[config.mk]
export PLATFORM = sky130hd
export DESIGN_NAME = sync_fifo16x8_flat
export DESIGN_NICKNAME = d
export VERILOG_FILES = /design/src/rtl/sync_fifo16x8_pkg.sv /design/src/rtl/sync_fifo16x8_if.sv /design/src/rtl/sync_fifo16x8_ram.sv /design/src/rtl/sync_fifo16x8.sv /design/src/flat_wrapper.sv
export SDC_FILE = /design/constraint.sdc
export NUM_CORES = 1
export LEC_CHECK = 0
export BUFFER_PORTS_ARGS = -buffer_cell sky130_fd_sc_hd__buf_2
export CAP_MARGIN = 20
export CELL_PAD_IN_SITES_DETAIL_PLACEMENT = 1
export CELL_PAD_IN_SITES_GLOBAL_PLACEMENT = 1
export CORE_MARGIN = 4
export CORE_UTILIZATION = 52
export DETAILED_ROUTE_END_ITERATION = 12
export PLACE_DENSITY_LB_ADDON = 0.25
export SYNTH_ARGS = -nofsm -noshare
export SYNTH_HDL_FRONTEND = slang
export SYNTH_SLANG_ARGS = --single-unit
[constraint.sdc]
create_clock -name clk_50 -period 3.5 [get_ports clk_50]
set_input_delay 0.35 -clock clk_50 [delete_from_list [all_inputs] [get_ports clk_50]]
set_output_delay 0.35 -clock clk_50 [all_outputs]
set_load 0.005 [all_outputs]
[src/rtl/sync_fifo16x8_pkg.sv]
// Shared types and sizing for the 16x8 synchronous FIFO.
// Show-ahead mode is selected with the SYNC_FIFO_SHOWAHEAD_EN macro.
package fifo_pkg;

    localparam int DATA_W = 16;
    localparam int ADDR_W = 3;
    localparam int DEPTH  = 2 ** ADDR_W;

    typedef logic [DATA_W-1:0] word_t;
    typedef logic [ADDR_W:0]   cnt_t;
    typedef logic [ADDR_W-1:0] addr_t;

endpackage

[src/rtl/sync_fifo16x8_if.sv]
// Producer/consumer bus of the FIFO.
// The master side drives requests and the slave (FIFO) side returns data and flags.
interface sync_fifo16x8_if;
    import fifo_pkg::*;

    word_t data;
    logic  wrreq;
    logic  rdreq;
    word_t q;
    logic  empty;
    logic  full;
    cnt_t  usedw;

    modport master (
        output data, wrreq, rdreq,
        input  q, empty, full, usedw
    );

    modport slave (
        input  data, wrreq, rdreq,
        output q, empty, full, usedw
    );

endinterface

[src/rtl/sync_fifo16x8_ram.sv]
// DEPTH x DATA_W storage array with a synchronous write port.
// The read port is registered, or combinational when SYNC_FIFO_SHOWAHEAD_EN is defined.
module fifo_ram
    import fifo_pkg::*;
(
    input  logic  clk,
    input  logic  rst_n,
    input  logic  i_we,
    input  addr_t i_waddr,
    input  word_t i_wdata,
    input  logic  i_re,
    input  addr_t i_raddr,
    output word_t o_rdata
);

    word_t r_mem [DEPTH];

    // Storage itself is never cleared; only the pointers define valid words.
    always_ff @(posedge clk) begin
        if (i_we) begin
            r_mem[i_waddr] <= i_wdata;
        end
    end

`ifdef SYNC_FIFO_SHOWAHEAD_EN
    logic w_unused;

    assign w_unused = i_re ^ rst_n;
    assign o_rdata  = r_mem[i_raddr];
`else
    word_t r_rdata;

    always_ff @(posedge clk or negedge rst_n) begin
        if (!rst_n) begin
            r_rdata <= '0;
        end else if (i_re) begin
            r_rdata <= r_mem[i_raddr];
        end
    end

    assign o_rdata = r_rdata;
`endif

endmodule

[src/rtl/sync_fifo16x8.sv]
// Single-clock 16-bit x 8 FIFO with scfifo-style request/flag semantics.
// Define SYNC_FIFO_SHOWAHEAD_EN for first-word-fall-through output.
module sync_fifo16x8
    import fifo_pkg::*;
(
    input  logic              clk_50,
    input  logic              aclr_n,
    sync_fifo16x8_if.slave    bus
);

    addr_t r_wptr;
    addr_t r_rptr;
    cnt_t  r_usedw;
    logic  r_empty;
    logic  r_full;

    logic  w_wr_ok;
    logic  w_rd_ok;
    cnt_t  w_usedw_nxt;
    word_t w_ram_q;

    assign w_wr_ok = bus.wrreq & ~r_full;
    assign w_rd_ok = bus.rdreq & ~r_empty;

    always_comb begin
        w_usedw_nxt = r_usedw;
        if (w_wr_ok && !w_rd_ok) begin
            w_usedw_nxt = r_usedw + cnt_t'(1);
        end else if (w_rd_ok && !w_wr_ok) begin
            w_usedw_nxt = r_usedw - cnt_t'(1);
        end
    end

    // Flags are registered from the next count so requests never reach them combinationally.
    always_ff @(posedge clk_50 or negedge aclr_n) begin
        if (!aclr_n) begin
            r_wptr  <= '0;
            r_rptr  <= '0;
            r_usedw <= '0;
            r_empty <= 1'b1;
            r_full  <= 1'b0;
        end else begin
            if (w_wr_ok) begin
                r_wptr <= r_wptr + addr_t'(1);
            end
            if (w_rd_ok) begin
                r_rptr <= r_rptr + addr_t'(1);
            end
            r_usedw <= w_usedw_nxt;
            r_empty <= (w_usedw_nxt == cnt_t'(0));
            r_full  <= (w_usedw_nxt == cnt_t'(DEPTH));
        end
    end

    fifo_ram u_ram (
        .clk     (clk_50),
        .rst_n   (aclr_n),
        .i_we    (w_wr_ok),
        .i_waddr (r_wptr),
        .i_wdata (bus.data),
        .i_re    (w_rd_ok),
        .i_raddr (r_rptr),
        .o_rdata (w_ram_q)
    );

`ifdef SYNC_FIFO_SHOWAHEAD_EN
    assign bus.q = r_empty ? '0 : w_ram_q;
`else
    assign bus.q = w_ram_q;
`endif

    assign bus.empty = r_empty;
    assign bus.full  = r_full;
    assign bus.usedw = r_usedw;

endmodule

[src/flat_wrapper.sv]
// flat-port wrapper written by rule: the top's interface ports become plain ports
module sync_fifo16x8_flat import fifo_pkg::*;
  (clk_50, aclr_n, bus_data, bus_wrreq, bus_rdreq, bus_q, bus_empty, bus_full, bus_usedw);
  sync_fifo16x8_if bus_i ();
  input  logic clk_50;
  input  logic aclr_n;
  input wire logic [$bits(bus_i.data)-1:0] bus_data;
  input wire logic [$bits(bus_i.wrreq)-1:0] bus_wrreq;
  input wire logic [$bits(bus_i.rdreq)-1:0] bus_rdreq;
  output wire logic [$bits(bus_i.q)-1:0] bus_q;
  output wire logic [$bits(bus_i.empty)-1:0] bus_empty;
  output wire logic [$bits(bus_i.full)-1:0] bus_full;
  output wire logic [$bits(bus_i.usedw)-1:0] bus_usedw;
  assign bus_i.data = bus_data;
  assign bus_i.wrreq = bus_wrreq;
  assign bus_i.rdreq = bus_rdreq;
  assign bus_q = bus_i.q;
  assign bus_empty = bus_i.empty;
  assign bus_full = bus_i.full;
  assign bus_usedw = bus_i.usedw;
  sync_fifo16x8 u_core (.clk_50(clk_50), .aclr_n(aclr_n), .bus(bus_i));
endmodule
==> results of run 1 <==
## state kept, by name, summed over array words and instances, names as in the netlist
name                  cells
u_core.bus.full           1
u_core.r_wptr             3
u_core.bus.empty          1
u_core.u_ram.r_mem      128
u_core.u_ram.o_rdata     16
u_core.bus.usedw          4
u_core.r_rptr             3
## where the power goes
group	switching [mW]	internal [mW]	leakage, nW	total (mW)
registers	0.368	2.40	1.50	2.77
clock network	0.675	1.22	0.297	1.89
logic	0.656	0.780	0.809	1.44
total	1.70	4.40	2.60	6.10
## path summary, 6_finish.rpt
check                      cells after the start  slack [ns]                        to                     start
setup / recovery                               3        1.45  u_core.u_ram.o_rdata[15]          u_core.r_rptr[0]
hold / removal                                 1        0.20  u_core.u_ram.r_mem[5][1]               bus_data[1]
setup reg to reg                               3        1.45  u_core.u_ram.o_rdata[15]          u_core.r_rptr[0]
hold reg to reg                                2        0.47  u_core.u_ram.o_rdata[13]  u_core.u_ram.o_rdata[13]
max in group asynchronous                      2        2.48          u_core.r_rptr[0]                    aclr_n
min in group asynchronous                      2        0.52       u_core.bus.usedw[1]                    aclr_n
## through the flow
stage | cell area (µm²) | std cells
6_report | 7130 | 519
2_1_floorplan | 6090 | 302
4_1_cts | 7130 | 519
3_3_place_gp | 6510 | 487
5_1_grt | 7130 | 519
3_5_place_dp | 6510 | 487
## cell families (layout without fill, tap and decap cells)
logic type / count (synthesis) / count (layout)
flip-flops: 156 / 156
AND/OR/NAND/NOR: 49 / 49
multiplexers: 48 / 48
AO/OA/AOI/OAI: 21 / 21
buffers and inverters: 16 / 90
XOR/XNOR: 8 / 8
adder cells (fa/ha/maj): 4 / 4
## layout make-up
class	instances	area (µm²)
multi-input combinational	130	1460
sequential	156	4550
timing repair buffer	57	328
tap	143	179
clock inverter	9	145
fill	980	4290
clock buffer	22	464
inverter	2	7.51
## worst register-to-register path: stages, from the launching register on
cell,delay (ns)
sky130_fd_sc_hd__dfrtp_2,1.00
sky130_fd_sc_hd__mux4_2,0.61
sky130_fd_sc_hd__mux2i_1,0.20
sky130_fd_sc_hd__o21ai_1,0.10
## layer usage
layer | GRT usage [%] | vias to the layer above | part of all wire (%)
met2 | 33.4 | 66 | 53
met5 | 0 | - | 0
li1 | - | 1313 | -
met4 | 8.04 | 0 | 1.8
met1 | 24.9 | 1562 | 41
met3 | 4.40 | 22 | 3.9
## placed cells by master (no fill, tap or decap), types with 2 or more instances in the layout
cell                        Yosys  layout
sky130_fd_sc_hd__and2b_4        2       2
sky130_fd_sc_hd__buf_2          4      41
sky130_fd_sc_hd__buf_4          6      15
sky130_fd_sc_hd__bufinv_16      0       4
sky130_fd_sc_hd__clkbuf_1       1       3
sky130_fd_sc_hd__clkbuf_16      0      17
sky130_fd_sc_hd__clkbuf_8       0       2
sky130_fd_sc_hd__clkinv_1       0       3
sky130_fd_sc_hd__dfrtp_1       27      26
sky130_fd_sc_hd__edfxtp_1     128     128
sky130_fd_sc_hd__ha_1           4       4
sky130_fd_sc_hd__inv_1          2       2
sky130_fd_sc_hd__mux2i_1       16      16
sky130_fd_sc_hd__mux4_1         2       2
sky130_fd_sc_hd__mux4_2        30      30
sky130_fd_sc_hd__nand2_1       28      28
sky130_fd_sc_hd__nand2b_1       4       4
sky130_fd_sc_hd__nor2_1         3       3
sky130_fd_sc_hd__nor3_2         1       5
sky130_fd_sc_hd__o21ai_1       17      17
sky130_fd_sc_hd__xnor2_1        5       5
sky130_fd_sc_hd__xnor2_2        3       3
==> impl_metrics.csv, run 1 <==
group,metric,value,unit
floorplanning,core_area,0.0114,mm²
logic_synthesis,synthSimpleGateAreaFrac,4.48,%
logic_synthesis,synthCells,302,
sta,fin_setup_tns,0,ns
sta,layout_worst_path_cycle_share,58.6,%
worst_setup_path,criticalPathCategory,"flop to flop",
sta,max_freq,488,MHz
logic_synthesis,post_synth_main_area_contributors,"sky130_fd_sc_hd__edfxtp_1, sky130_fd_sc_hd__dfrtp_1, sky130_fd_sc_hd__mux4_2, sky130_fd_sc_hd__mux2i_1, sky130_fd_sc_hd__nand2_1",
worst_setup_path,timing.critical_path.fanout_max,29,
logic_synthesis,postSynthAreaPerCell,20.2,µm²
logic_synthesis,synthDistinctLibCells,33,
sta,rsz0062_at_grt,"false",
clock_tree,numClockSinks,156,
floorplanning,rows,39,
grt,grt_antenna_before_repair,0,
min_path,worst_hold_path_type,"input port to flop",
final_layout,antennaDiodeCount,0,
floorplanning,die-height,116,µm
worst_setup_path,timing.critical_path.required,3.77,ns
grt,overflow_after_grt,0,
sta,finalMaxSlewViolations,0,
sta,timing.final.hold_violations,0,
worst_setup_path,critPathSlowestCell,"sky130_fd_sc_hd__dfrtp_2",
floorplanning,die_x_extent,116,µm
clock_tree,cts_max_path_buffers,2,
grt,grt_pass1_wl,18800,µm
route,route.detailed.vias_per_inst,5.71,
route,drt_iter0_markers,145,
clock_tree,cts_root_buf,"sky130_fd_sc_hd__clkbuf_16",
logic_synthesis,synthTopCellsByCount,"sky130_fd_sc_hd__edfxtp_1, sky130_fd_sc_hd__mux4_2, sky130_fd_sc_hd__nand2_1",
power_and_ir_drop,ir_worst_vdd,467,µV
worst_setup_path,crit_path_end_kind,"flop",
sta,layout_setup_ws,1.45,ns
logic_synthesis,yosysSeqAreaShare,74.7,%
power_and_ir_drop,total_power,6.10,mW
floorplanning,start_util,53.3,%
logic_synthesis,yosysTopAreaCell,"sky130_fd_sc_hd__edfxtp_1",
logic_synthesis,synthArstFlopShare,17.9,%
place,portBuffers,41,
route,totalWireLength,11900,µm
clock_tree,clock_latency_reported_for_the_late_side_of_the_worst_skew_pair,0.42,ns
clock_tree,cts_resized,0,
route,detail_route.first_pass.iterations,4,
logic_synthesis,synth_mux_area_share,14.6,%
route,wl_per_cell,22.8,µm
logic_synthesis,synthesis.nets,326,
logic_synthesis,yosysMostFrequentCell,"sky130_fd_sc_hd__edfxtp_1",
clock_tree,cts_made_buffers,17,
grt,first_global_vias,3230,
final_layout,num-nets-final,388,
route,vias,2963,
worst_setup_path,max_stage_delay,1.00,ns
sta,post-route-min-period,2.05,ns
logic_synthesis,post_synth_instance_area,0.00609,mm²
run,cap_viol_max_count,0,
worst_setup_path,path_buf_inv,0,
logic_synthesis,synth_enable_flop_cells,128,
grt,groute.usage.overall,19.7,%
power_and_ir_drop,power.static_leakage,2.60,nW
logic_synthesis,synth_top_cell_area_share,63.1,%
final_layout,layout_cells_sized_above_1,34.6,%
logic_synthesis,synth_compound_area_share,2.16,%
outcome,outcome,"finished, final reports clean",
place,hpwlAfterDp,7140,µm
sta,worst_slew_pin_slew,0.961,ns
sta,setup_violations,0,
final_layout,finish.utilization,62.5,%
worst_setup_path,critical_path.startpoint_type,"flop",
clock_tree,post_cts_hold_buffer_count,1,
logic_synthesis,dominantRegCellSynth,"sky130_fd_sc_hd__edfxtp_1",
grt,pin_count_of_the_biggest_net_entering_global_routing,30,
logic_synthesis,synth_fa_ha_area_share,0.822,%
floorplanning,dieArea,0.0135,mm²
clock_tree,htree_levels,4,
logic_synthesis,count_of_yosys_warnings_during_synthesis,0,
sta,fin_hold_ws,0.202,ns
place,dpl_worst_slack,1.42,ns
clock_tree,post-cts-setup-buffer-count,0,
clock_tree,tritoncts_clock_tree,"done",
place,routability_congestion_estimate_from_global_placement,0.707,
logic_synthesis,synth_xor_xnor_area_share,1.52,%
worst_setup_path,cp_data_arrival_time,2.32,ns
route,drc,0,
clock_tree,clkTransAtPathRegs,0.06,ns
route,drtAntennaViolNets,0,
worst_setup_path,crit_path_cell_trace,"mux4_2 > mux2i_1 > o21ai_1",
sta,fin_worst_skew,0.00837,ns
final_layout,area_growth,17.2,%
logic_synthesis,yosys_register_bits,156,
worst_setup_path,path_delay_family,"flip-flops",
power_and_ir_drop,pwr_density_cell,856,mW/mm²
sta,timing.max_slew.rel_slack,35.9,%
logic_synthesis,synth_top_family_by_area,"multiplexers",
floorplanning,design.portCount,42,
Power figures use the tool's default switching activity.
==> run 2, diff against run 1 <==
==> constraint.sdc (replaced) <==
create_clock -name clk_50 -period 2 [get_ports clk_50]
set_input_delay 0.2 -clock clk_50 [delete_from_list [all_inputs] [get_ports clk_50]]
set_output_delay 0.2 -clock clk_50 [all_outputs]
set_load 0.005 [all_outputs]
==> run 2 against run 1 <==
Clock skew increased by 0.0012 ns. Count of clock-buffer cells in the layout decreased by 1. Largest cell class unchanged. First-iteration DRC count decreased by 30%. Register-to-register slack got worse by 1.2 ns. Maximum frequency increased by 14%. Final cell count increased by 0.77%.
==> impl_metrics.csv, run 2 (synthesis gave the netlist of run 1 again) <==
group,metric,value,unit
min_path,depth_of_the_worst_hold_timing_path,1,
worst_setup_path,criticalPathCategory,"flop to flop",
clock_tree,cts_resized,0,
grt,overflow_after_grt,0,
power_and_ir_drop,switchingPower,3.08,mW
sta,layout_setup_ws,0.209,ns
route,vias,2974,
route,detail_route.first_pass.iterations,4,
floorplanning,design.portCount,42,
sta,rsz0062_at_grt,"false",
floorplanning,die_x_extent,116,µm
sta,fin_setup_tns,0,ns
sta,layout_worst_path_cycle_share,89.6,%
route,wl_per_cell,24.1,µm
worst_setup_path,crit_path_end_kind,"flop",
final_layout,area_used_by_multi_input_combinational_logic,0.00147,mm²
clock_tree,cts_max_path_buffers,2,
final_layout,largest_reg_flops,128,
run,cap_viol_max_count,0,
floorplanning,die-height,116,µm
worst_setup_path,cp_data_arrival_time,1.89,ns
final_layout,num-nets-final,391,
worst_setup_path,rr_startpoint,"u_core.bus.full",
clock_tree,clock_latency_reported_for_the_late_side_of_the_worst_skew_pair,0.42,ns
floorplanning,start_util,53.3,%
power_and_ir_drop,pwr-share-comb,27.6,%
final_layout,register_ranked_first_by_flip_flop_count,"u_core.u_ram.r_mem",
worst_setup_path,reg2reg_setup_slack,0.21,ns
sta,max_freq,558,MHz
clock_tree,clkTransAtPathRegs,0.06,ns
final_layout,layout_cells_sized_above_1,36.1,%
power_and_ir_drop,share_clk_of_total_power,27.5,%
outcome,outcome,"finished, final reports clean",
place,post_dp_cell_area,0.00657,mm²
min_path,min_delay_worst_endpoint,"u_core.u_ram.r_mem[3][4]",
place,portBuffers,41,
worst_setup_path,timing.critical_path.required,2.09,ns
clock_tree,cts_root_buf,"sky130_fd_sc_hd__clkbuf_16",
power_and_ir_drop,switching_share,29.8,%
clock_tree,numClockSinks,156,
final_layout,post-route-cell-area,0.00710,mm²
final_layout,layout_common_cells,"sky130_fd_sc_hd__edfxtp_1, sky130_fd_sc_hd__buf_2, sky130_fd_sc_hd__mux4_2",
worst_setup_path,timing.critical_path.fanout_max,16,
power_and_ir_drop,power.static_leakage,2.57,nW
floorplanning,core_area,0.0114,mm²
min_path,worst_hold_path_type,"input port to flop",
sta,timing.final.hold_violations,0,
clock_tree,post-cts-setup-buffer-count,0,
place,dp.cells,490,
sta,fin_worst_skew,0.00954,ns
place,routability_congestion_estimate_from_global_placement,0.739,
clock_tree,htree_levels,4,
clock_tree,tritoncts_clock_tree,"done",
route,route.detailed.vias_per_inst,5.69,
route,drt_iter0_markers,101,
place,hpwlAfterDp,8040,µm
power_and_ir_drop,p_int,7.25,mW
route,drc,0,
clock_tree,cts_made_buffers,17,
worst_setup_path,r2r_end,"u_core.u_ram.r_mem[3][5]",
sta,worst_slew_pin_slew,0.759,ns
final_layout,antennaDiodeCount,0,
clock_tree,post_cts_hold_buffer_count,1,
floorplanning,dieArea,0.0135,mm²
worst_setup_path,critical_path.startpoint_type,"flop",
grt,grt_antenna_before_repair,0,
final_layout,final_standard_cell_count_with_taps_included_and_fillers_excluded,523,
final_layout,final.fill_count,995,
sta,finalMaxSlewViolations,0,
floorplanning,rows,39,
power_and_ir_drop,pwr_density_cell,1460,mW/mm²
sta,setup_violations,0,
route,totalWireLength,12600,µm
sta,fin_hold_ws,0.0417,ns
grt,grt_pass1_wl,19700,µm
final_layout,most_common_library_cell_in_the_layout_ignoring_fill_and_taps,"sky130_fd_sc_hd__edfxtp_1",
place,dpl_worst_slack,0.223,ns
route,drtAntennaViolNets,0,
worst_setup_path,reg2reg_depth,3,
final_layout,final-seq-area,0.00455,mm²
power_and_ir_drop,ir_worst_vdd,850,µV
min_path,worst_hold_startpoint,"bus_data[4]",
grt,groute.usage.overall,20.9,%
grt,pin_count_of_the_biggest_net_entering_global_routing,35,
sta,post-route-min-period,1.79,ns
sta,timing.max_slew.rel_slack,49.4,%
grt,first_global_vias,3317,
power_and_ir_drop,seq_power_share,44.8,%
final_layout,area_growth,16.7,%
-- run 2: cell count changes in the layout (fill, tap and decap cells not counted), sizes merged --
cell and change:
buf +3, bufinv -4, clkbuf -1, clkinv -2, clkinvlp +8
-- run 2: power by group through the flow --
stage	combinational (mW)	sequential, mW	clock, mW
after floorplan	2.05	4.54	0
after global placement	2.83	4.64	0
after detailed placement	2.92	4.69	0
after CTS	2.94	4.64	2.92
after global routing	3.13	4.70	3.07
final	2.86	4.63	2.85
-- run 2: worst max-delay path by stage --
stage               startpoint                  endpoint
2_1_floorplan  u_core.bus.full  u_core.u_ram.r_mem[1][0]
5_1_grt        u_core.bus.full  u_core.u_ram.r_mem[1][5]
6_report       u_core.bus.full  u_core.u_ram.r_mem[3][5]
3_5_place_dp   u_core.bus.full  u_core.u_ram.r_mem[2][4]
3_3_place_gp   u_core.bus.full  u_core.u_ram.r_mem[0][4]
4_1_cts        u_core.bus.full  u_core.u_ram.r_mem[3][0]
-- run 2: per-stage QoR --
stage / power [mW] / util (%)
after detailed placement: 7.61 / 57.5
after global routing: 10.9 / 62.2
after floorplan: 6.60 / -
after CTS: 10.5 / 62.2
after global placement: 7.46 / 57.5
final: 10.3 / 62.2
-- run 2: routing by layer --
metal | up-vias | global-route usage [%] | wire [µm]
met5 | - | 0 | 0
met4 | 0 | 7.19 | 114
met3 | 9 | 5.34 | 591
met2 | 88 | 34.5 | 6600
met1 | 1559 | 27.3 | 5280
li1 | 1318 | - | -
-- run 2: layout make-up --
cell class,instances,share of cell area (%)
inverters,2,0.106
clock inverters,11,1.06
well taps,143,2.52
multi-input cells,130,20.7
clock buffers,21,6.34
flip-flops and latches,156,64.0
repair buffers,60,5.28
-- run 2: worst max-delay path, cell delays in order, from the launching register on --
cell and delay [ns]:
sky130_fd_sc_hd__dfrtp_1 0.39, sky130_fd_sc_hd__nand2b_1 0.44, sky130_fd_sc_hd__nor3_2 0.30, sky130_fd_sc_hd__buf_4 0.33
